### config.mk
export PLATFORM = sky130hd
export DESIGN_NAME = uart_tx_buf
export DESIGN_NICKNAME = d
export VERILOG_FILES = /design/src/rtl/uart_tx_buf.sv
export SDC_FILE = /design/constraint.sdc
export NUM_CORES = 1
export LEC_CHECK = 0
export ABC_AREA = 1
export BUFFER_PORTS_ARGS = -buffer_cell sky130_fd_sc_hd__buf_2
export CAP_MARGIN = 20
export CORE_UTILIZATION = 50
export DETAILED_ROUTE_END_ITERATION = 16
export PLACE_DENSITY = 0.68
export SYNTH_ARGS = -nofsm -noshare
export SYNTH_HDL_FRONTEND = slang
export SYNTH_SLANG_ARGS = --single-unit
export TNS_END_PERCENT = 100
### constraint.sdc
create_clock -name sclk -period 2.3 [get_ports sclk]
set_clock_uncertainty 0.15 [all_clocks]
set_input_delay 0 -clock sclk [delete_from_list [all_inputs] [get_ports sclk]]
set_output_delay 0 -clock sclk [all_outputs]
set_load 0.01 [all_outputs]
### src/rtl/uart_tx_buf.sv
`timescale 1ns/1ps
`default_nettype none
// ============================================================================
//  Module   : uart_tx_buf
//  Purpose  : UART transmitter fed by a small show-ahead byte FIFO.
//             Frames are 1 start bit, 8 data bits LSB first, 1 stop bit,
//             no parity, each bit held BAUD_END clocks.
//  Ports    : sclk      - system clock, rising edge
//             s_rst_n   - synchronous active-low reset
//             pi_data   - byte to transmit, sampled while pi_flag=1
//             pi_flag   - write strobe, one byte per high cycle
//             fifo_full - FIFO holds 2**FIFO_AW bytes
//             overflow  - 1-cycle pulse when a write is dropped
//             rs232_tx  - registered serial line, idles high
//             tx_busy   - frame in progress or bytes still buffered
//             tx_done   - 1-cycle pulse at the end of each stop bit
//  Revision : 1.0 - initial release
// ============================================================================
module uart_tx_buf #(
  parameter int BAUD_END = 56,
  parameter int FIFO_AW  = 2
) (
  input  logic       sclk,
  input  logic       s_rst_n,
  input  logic [7:0] pi_data,
  input  logic       pi_flag,
  output logic       fifo_full,
  output logic       overflow,
  output logic       rs232_tx,
  output logic       tx_busy,
  output logic       tx_done
);

  localparam int DEPTH = 2 ** FIFO_AW;
  localparam int CW    = FIFO_AW + 1;
  localparam int BW    = (BAUD_END > 1) ? $clog2(BAUD_END) : 1;

  localparam logic [CW-1:0] DEPTH_CNT = CW'(DEPTH);
  localparam logic [BW-1:0] BAUD_LAST = BW'(BAUD_END - 1);

  typedef enum logic [0:0] {
    ST_IDLE = 1'b0,
    ST_SEND = 1'b1
  } state_t;

  // --------------------------------------------------------------------------
  // FIFO
  // --------------------------------------------------------------------------
  logic [7:0]         mem_q [DEPTH];
  logic [FIFO_AW-1:0] wr_ptr_q, wr_ptr_d;
  logic [FIFO_AW-1:0] rd_ptr_q, rd_ptr_d;
  logic [CW-1:0]      count_q,  count_d;

  state_t             state_q;
  logic               wr_en;
  logic               pop;

  // Acceptance is judged on the pre-edge count, so a pop in the same cycle
  // never makes room for that cycle's write.
  assign fifo_full = (count_q == DEPTH_CNT);
  assign wr_en     = pi_flag && !fifo_full;
  assign pop       = (state_q == ST_IDLE) && (count_q != '0);
  assign tx_busy   = (state_q != ST_IDLE) || (count_q != '0);

  always_comb begin
    wr_ptr_d = wr_ptr_q;
    rd_ptr_d = rd_ptr_q;
    count_d  = count_q;
    if (wr_en) begin
      wr_ptr_d = wr_ptr_q + FIFO_AW'(1);
    end
    if (pop) begin
      rd_ptr_d = rd_ptr_q + FIFO_AW'(1);
    end
    case ({wr_en, pop})
      2'b10:   count_d = count_q + CW'(1);
      2'b01:   count_d = count_q - CW'(1);
      default: count_d = count_q;
    endcase
  end

  always_ff @(posedge sclk) begin
    if (!s_rst_n) begin
      wr_ptr_q <= '0;
      rd_ptr_q <= '0;
      count_q  <= '0;
    end else begin
      wr_ptr_q <= wr_ptr_d;
      rd_ptr_q <= rd_ptr_d;
      count_q  <= count_d;
    end
  end

  // Storage needs no reset: cleared pointers make stale entries unreachable.
  always_ff @(posedge sclk) begin
    if (s_rst_n && wr_en) begin
      mem_q[wr_ptr_q] <= pi_data;
    end
  end

  // --------------------------------------------------------------------------
  // Transmit FSM
  // --------------------------------------------------------------------------
  logic [BW-1:0] baud_cnt_q;
  logic [3:0]    bit_cnt_q;
  logic [7:0]    shift_q;
  logic          tx_q;
  logic          done_q;
  logic          ovf_q;

  // bit_cnt_q numbers the bit currently on the line: 0 = start, 1..8 = data,
  // 9 = stop. The value driven at a bit boundary is the one for bit_cnt_q+1.
  always_ff @(posedge sclk) begin
    if (!s_rst_n) begin
      state_q    <= ST_IDLE;
      baud_cnt_q <= '0;
      bit_cnt_q  <= '0;
      shift_q    <= '0;
      tx_q       <= 1'b1;
      done_q     <= 1'b0;
      ovf_q      <= 1'b0;
    end else begin
      done_q <= 1'b0;
      ovf_q  <= pi_flag && fifo_full;
      case (state_q)
        ST_IDLE: begin
          tx_q <= 1'b1;
          if (pop) begin
            shift_q    <= mem_q[rd_ptr_q];
            tx_q       <= 1'b0;
            baud_cnt_q <= '0;
            bit_cnt_q  <= '0;
            state_q    <= ST_SEND;
          end
        end
        ST_SEND: begin
          if (baud_cnt_q == BAUD_LAST) begin
            baud_cnt_q <= '0;
            if (bit_cnt_q == 4'd9) begin
              bit_cnt_q <= '0;
              done_q    <= 1'b1;
              tx_q      <= 1'b1;
              state_q   <= ST_IDLE;
            end else begin
              bit_cnt_q <= bit_cnt_q + 4'd1;
              tx_q      <= (bit_cnt_q == 4'd8) ? 1'b1 : shift_q[bit_cnt_q[2:0]];
            end
          end else begin
            baud_cnt_q <= baud_cnt_q + BW'(1);
          end
        end
        default: begin
          state_q <= ST_IDLE;
          tx_q    <= 1'b1;
        end
      endcase
    end
  end

  assign rs232_tx = tx_q;
  assign tx_done  = done_q;
  assign overflow = ovf_q;

endmodule
`default_nettype wire

After elaboration in Yosys (flattened, before gate mapping)

Memory sizes are Yosys's and may differ from the RTL's. A register that Yosys moved wholly into a read port is not among the register bits.
Index checks and enable logic that the tools add are counted.

Bits of input ports: 11
Register bits: 21
Memories: 1
Word-level logic and storage cells: 60
Bits in writable memories: 32

Memories:

| memory | words | width | read ports | clocked after memory_dff | wr ports | line | text |
|---|---|---|---|---|---|---|---|
| mem_q  | 4     | 8     | 1          | 1                        | 1        | 49   | `logic [7:0] mem_q [DEPTH];` |

$add $sub $neg: 6
Reduce and logical (&&, ||, !) cells: 12
Bitwise gates (word level): 1
Equality and inequality tests: 8
Mux-type cells: 22
$lt $le $gt $ge: 1

Operators with widths:

| operator                                                    | number |
|---|---|
| 2-to-1 mux 4 bit                                            | 3 |
| 2-to-1 mux 6 bit                                            | 2 |
| one-hot mux 6 bit (2 select lines)                          | 1 |
| 2-to-1 mux 1 bit                                            | 11 |
| equality test 4 bit (second input constant)                 | 2 |
| one-hot mux 4 bit (2 select lines)                          | 1 |
| adder 6 x 1 -> 6 bit (second input constant)                | 1 |
| equality test 6 bit (second input constant)                 | 1 |
| one-hot mux 3 bit (2 select lines)                          | 1 |
| adder 2 x 1 -> 2 bit (second input constant)                | 2 |
| adder 4 x 1 -> 4 bit (second input constant)                | 1 |
| logical AND 1 bit                                           | 4 |
| less-than comparator 3 x 4 -> 1 bit (second input constant) | 1 |
| one-hot mux 1 bit (2 select lines)                          | 2 |
| AND reduction 2 bit                                         | 2 |
| adder 3 x 1 -> 3 bit (second input constant)                | 1 |
| binary-select mux 1 bit (select 3 bit)                      | 1 |
| equality test 3 bit (second input constant)                 | 1 |
| AND reduction 3 bit                                         | 1 |
| nonzero test 3 bit                                          | 1 |
| subtractor 3 x 1 -> 3 bit (second input constant)           | 1 |
| equality test 2 x 1 -> 1 bit (second input constant)        | 1 |
| equality test 2 bit (second input constant)                 | 1 |
| logical NOT 1 bit                                           | 2 |
| other kinds (5)                                             | 5 |

Logic depth before layout (Yosys ltp)

Gate-level depths: netlist of the first run.

Depth in word-level cells: 6
Gate-level depth with buffers: 12
Mapped depth without buffers: 11

Worst setup path after synthesis of the first run

Ideal clock, no wire load.

Path type: reg2reg
Start: reg count_q[1]
End: reg count_q[2]
Library setup time: 122 ps
Arrival: 1757 ps
Required time: 2028 ps
Slack: 271 ps
Stages on the path, launching flop included: 13
Path through: dfxtp_1 nor2_1 nand2_1 nand2_4 inv_2 buf_4 ha_1 inv_1 fa_1 a21oi_1 o21ai_0 o21ai_0 a21oi_1

Elaborated cells on any way between the ends: 11
Those cells by class: add/sub: 2; eq/ne: 3; mux: 1; reduce/logical: 5

RTL lines:

| element                                                                  | line | text |
|---|---|---|
| start, declared                                                          | 52   | `logic [CW-1:0] count_q, count_d;` |
| start signal, assigned                                                   | 90   | `count_q <= count_d;` |
| nonzero test 3 bit (*)                                                   | 62   | `assign pop = (state_q == ST_IDLE) && (count_q != '0);` |
| logical AND 1 bit (*)                                                    | 62   |  |
| net pop                                                                  | 56   | `logic pop;` |
| equality test 2 x 1 -> 1 bit or equality test 2 bit (tied branches)      | 75   | `case ({wr_en, pop})` |
| one-hot mux 3 bit (2 select lines) or nonzero test 2 bit (tied branches) | n/a  |  |

The timed path passes the listed nets; every way through them passes the cells marked *.
A chain may end at the register's enable or synchronous reset.

Worst setup path in the final report of the first run

Start: reg count_q[1]
End: reg count_q[2]

Longest elaborated chain between the ends: 5
Elaborated cells on any way between the ends: 11
Those cells by class: add/sub: 2; eq/ne: 3; mux: 1; reduce/logical: 5

Ends and longest elaborated chain:

| element                                                                  | line | text |
|---|---|---|
| equality test 3 bit                                                      | 60   | `assign fifo_full = (count_q == DEPTH_CNT);` |
| logical NOT 1 bit                                                        | 61   | `assign wr_en = pi_flag && !fifo_full;` |
| logical AND 1 bit                                                        | 61   |  |
| equality test 2 x 1 -> 1 bit or equality test 2 bit (tied branches)      | 75   |  |
| one-hot mux 3 bit (2 select lines) or nonzero test 2 bit (tied branches) | n/a  |  |

Parallel ways exist; a longest one is shown, timed or not.

==> results of run 1 <==
layout make-up:
type                    instances  share of cell area
clock buffers                   9              0.0391
clock inverters                 7              0.0359
inverters                      28              0.0336
multi-input cells             188               0.302
flip-flops and latches         61               0.487
well taps                      70              0.0276
repair buffers                 33              0.0750
final timing paths:
check | start | endpoint | slack, ns | cells past startpoint
max | count_q[1] | count_q[2] | 0.23 | 10
min | pi_data[7] | mem_q[1][7] | 0.27 | 2
max reg2reg | count_q[1] | count_q[2] | 0.23 | 10
min reg2reg | count_q[2] | count_q[2] | 0.34 | 2
critical path, stage by stage (launching register included):
cell	delay, ns
dfxtp_1	0.32
nor2_1	0.12
nand2_1	0.12
nand2_1	0.15
ha_1	0.16
inv_1	0.06
fa_1	0.37
a21oi_1	0.14
o21ai_0	0.12
o21ai_0	0.18
a21oi_1	0.05
per-layer routing:
metal | vias to the layer above | track usage | part of all wire
met1 | 900 | 0.206 | 0.45
met3 | 6 | 0.0562 | 0.023
met2 | 15 | 0.369 | 0.51
met4 | 0 | 0.0943 | 0.013
met5 | - | 0 | 0
li1 | 1028 | - | -
sequential cells by signal, indices dropped and copies added, names as in the netlist:
name        count
wr_ptr_q        2
tx_done         1
rs232_tx        1
count_q         3
shift_q         8
baud_cnt_q      6
bit_cnt_q       4
state_q         1
mem_q          32
rd_ptr_q        2
overflow        1
cells in the final DEF (no fill, tap or decap), drive strengths merged, types with 11 or more instances in the layout:
cell type / instances
nand2: 47
buf: 22
dfxtp: 29
a21oi: 17
nand3: 13
o21ai: 34
edfxtp: 32
inv: 25
nor2: 54
dlygate4sd3: 11
where the power goes:
part	total [mW]	internal (mW)	switching, mW
clock network	1.12	0.713	0.411
registers	1.40	1.30	0.103
logic	0.915	0.325	0.590
total	3.44	2.34	1.10
cell families after synthesis:
logic type / share of synthesized area
AOI/OAI and AO/OA: 0.126
xor gates and xnor gates: 0.00328
adders and majority gates: 0.0356
buffers and inverters: 0.0633
DFF: 0.578
and+or+nand+nor: 0.194
==> impl_metrics.ini, run 1 <==
[run_status]
status = complete, no violations

[layout]
final_cells = 396
n_fill_cell = 448
nets = 339
diodes = 0
synthToLayoutAreaGrowth_pct = 18.8
layout-drive-gt1-share = 0.166
final_cell_area_um2 = 3170
multiInputGateArea_um2 = 957
fin_util = 0.620
register_area_um2 = 1540

[place]
dpl-instance-area_um2 = 2820
dp_cells = 369
routabilityCongestion = 0.758
dp_hpwl_um = 3190
numPortBuffers = 15
preCtsSetupSlack_ns = 0.239

[clock_network]
htreeDepth = 3
postCtsSetupBuffers = 0
clk_pin_slew_worst_paths_ns = 0.07
clk_path_buf_depth = 2
root_buffer = clkbuf_8
cts_tree = yes
clk_latency_ns = 0.34
cts_buffers = 9
hold_buffers = 11
ctsResizeCount = 0
cts_num_sinks = 61

[routing]
routed_via_density = 4.92
dr.pass1.iters = 5
drtIter0Drc = 125
wl_um = 4970
vias = 1949
drtAntennaViolNets = 0
remaining_drc_errors = 0
routedWlPerCell_um = 12.5

[synth]
yosys_warnings = 0
yosysMostFrequentCell = nor2_1
yosysTopAreaCell = edfxtp_1
synth-async-reset-ratio = 0
netlist_area_um2 = 2670
yosys-top-cells-count = nor2_1 (52), nand2_1 (43), edfxtp_1 (32)
yosysSeqAreaShare = 0.578
synth.distinct_cells = 30
ys.flop_type = edfxtp_1
synth_area_leaders = edfxtp_1 (36%), dfxtp_1 (22%), nor2_1 (7.3%), nand2_1 (6.1%), o21ai_0 (4.9%)
ys_ff_latch = 61
syn_avg_cell_area_um2 = 9.29
synth_top_area_frac = 0.360
synth_edf_count = 32
syn_inst = 287
synth_nets = 305

[floorplan]
boundaryPins = 16
dieArea_um2 = 5630
die_h_um = 75.0
core-area_um2 = 5110
start_util = 0.522
die_width_um = 75.0
rows = 26

[timing]
hold_violations = 0
worstMarginPinSlew_ns = 0.394
final.setup.tns_ns = 0
slew_viol_final = 0
period_share = 0.901
max_slew_margin = 0.737
fmax_ghz = 0.483
setup-violations-final = 0
setup_slack_ns = 0.229
min_period_ns = 2.07
rsz0062_at_grt = false
holdWs_ns = 0.266

[setup_path]
crit_fanout = 5
criticalPathCategory = reg2reg
critPathLaunchType = flop
cp.arrival_ns = 2.15
cp_data_required_time_ns = 2.38
endpoint_kind = flop

[pwr]
peakVddDrop_mv = 0.512
power.density_nw_per_um2 = 1090
power_mw = 3.44
leakage_nw = 1.24

[global_routing]
grt_max_degree = 22
track_usage = 0.199
first_global_vias = 1810
grt.overflow.total = 0
grt_pass1_wl_um = 7870
antenna_found_initial = 0

[job]
max-cap-violations = 0

[min_path]
hp-class = in2reg
(Power assumes the default switching activity.)
==> run 2: changes to the inputs <==
Settings changed: CTS_CLUSTER_SIZE from default to 16, PLACE_DENSITY 0.68 to default, PLACE_DENSITY_LB_ADDON from default to 0.2.
Clock period 2.3 ns to 1.86 ns, I/O delays scaled along.
==> run 2 against run 1 <==
Effect of this change:
- routed wire length rose by 3.4%
- global-route usage rose by 1.0 points
- sequential share of layout area fell by 0.65 points
- total power rose by 25%
- core utilization rose by 1.2 points
- die area did not move
- combinational power rose by 45%
- first-iteration DRC count fell by 8.8%
- non-clock buffer count rose by 6
- design area rose by 1.9%
- setup slack got worse by 0.18 ns
- largest cell class unchanged
==> impl_metrics.ini, run 2 (synthesis results as in run 1) <==
[setup_path]
critical_path.max_stage_delay_ns = 0.36
criticalPathCategory = reg2reg
cp.arrival_ns = 1.89
crit_fanout = 3
slowest_stage = dfxtp_4
cp_data_required_time_ns = 1.94
endpoint_kind = flop
r2r_slack_ns = 0.05
path_cells = nor2_4 > nand2_2 > nand2_2 > ha_4 > inv_4 > fa_2 > a21oi_2 > o21ai_1 > o21ai_1 > a21oi_1
critPathLaunchType = flop

[global_routing]
grt.overflow.total = 0
use_met2 = 0.377
grtUsageMet3 = 0.0723
grt_pass1_wl_um = 8250
track_usage = 0.209
grt.busiest_layer = met2
grt_max_degree = 20
antenna_found_initial = 0
use_met1 = 0.215
first_global_vias = 1900

[timing]
max_slew_margin = 0.794
hold_violations = 0
final.setup.tns_ns = 0
setup-violations-final = 0
fmax_ghz = 0.553
rsz0062_at_grt = true
worstMarginPinSlew_ns = 0.307
holdWs_ns = 0.255
slew_viol_final = 0
period_share = 0.973
setup_slack_ns = 0.0511
min_period_ns = 1.81

[routing]
routed_via_density = 5.00
drtAntennaViolNets = 0
drtIter0Drc = 114
dr.pass1.iters = 4
vias = 2011
routedWlPerCell_um = 12.8
wl_um = 5130
remaining_drc_errors = 0

[clock_network]
root_buffer = clkbuf_8
cts_num_sinks = 61
cts_tree = yes
clk_pin_slew_worst_paths_ns = 0.07
htreeDepth = 3
clk_path_buf_depth = 2
clk_latency_ns = 0.34
cts_buffers = 9

[place]
numPortBuffers = 15
dpl-instance-area_um2 = 2870
preCtsSetupSlack_ns = 0.0626
dp_hpwl_um = 3340
routabilityCongestion = 0.788

[layout]
regMostFlops = mem_q
n_fill_cell = 454
final_cell_area_um2 = 3230
mostFrequentLayoutCell = nor2_1
largest_reg_flops = 32
diodes = 0
fin_util = 0.632
final_cell_mix = nor2_1 (51), nand2_1 (40), edfxtp_1 (32), dfxtp_1 (25), o21ai_0 (24)
layout-drive-gt1-share = 0.214
largestRegisters = mem_q: 32 flops, shift_q: 8 flops, baud_cnt_q: 6 flops
synthToLayoutAreaGrowth_pct = 21.0
nets = 345

[floorplan]
dieArea_um2 = 5630
die_width_um = 75.0
core-area_um2 = 5110
boundaryPins = 16
die_h_um = 75.0
start_util = 0.522
rows = 26

[job]
max-cap-violations = 0

[pwr]
peakVddDrop_mv = 0.694
leakage_nw = 1.26
power.density_nw_per_um2 = 1330

[min_path]
hp-class = in2reg

[run_status]
status = complete, no violations
==> run 2: metrics by stage <==
| step | power [mW] | std cells |
|---|---|---|
| floorplan | 2.67 | 287 |
| global placement | 2.94 | 374 |
| detailed placement | 2.96 | 374 |
| CTS | 4.21 | 401 |
| global route | 4.58 | 402 |
| finish | 4.29 | 402 |
==> run 2: worst max-delay path, delay by kind of cell, from the launching register on <==
kind / cells / cell delay (ns)
adders and majority gates: 2 / 0.50
AOI/OAI and AO/OA: 4 / 0.38
DFF: 1 / 0.36
and+or+nand+nor: 3 / 0.26
buffers and inverters: 1 / 0.04
==> run 2: timing repair <==
action,in CTS,in global routing
buffers inserted,0,1
hold endpoints to repair,43,0
setup endpoints to repair,0,2
resized for setup,0,11
hold buffers,11,0
==> run 2: final cells by class <==
cell class	instances	area [µm²]	area share
Multi-Input combinational cell	188	991	0.307
Clock buffer	10	128	0.0396
Timing Repair Buffer	39	283	0.0876
Tap cell	70	87.6	0.0271
Sequential cell	61	1550	0.480
Clock inverter	6	77.6	0.0240
Inverter	28	111	0.0345
==> run 2: final timing paths <==
check	startpoint	end	cells past startpoint
setup / recovery	count_q[1]	count_q[2]	10
hold / removal	pi_data[6]	mem_q[0][6]	2
setup reg to reg	count_q[1]	count_q[2]	10
hold reg to reg	count_q[2]	count_q[2]	2
==> run 2: report_power, final <==
group	switching (mW)	internal, mW
Sequential	0.111	1.61
Combinational	0.808	0.526
Clock	0.492	0.740
Total	1.41	2.88
==> run 2: layer usage <==
metal,vias up,share of wire
met4,0,0.020
met3,10,0.029
li1,1048,-
met2,24,0.52
met1,929,0.43
met5,-,0
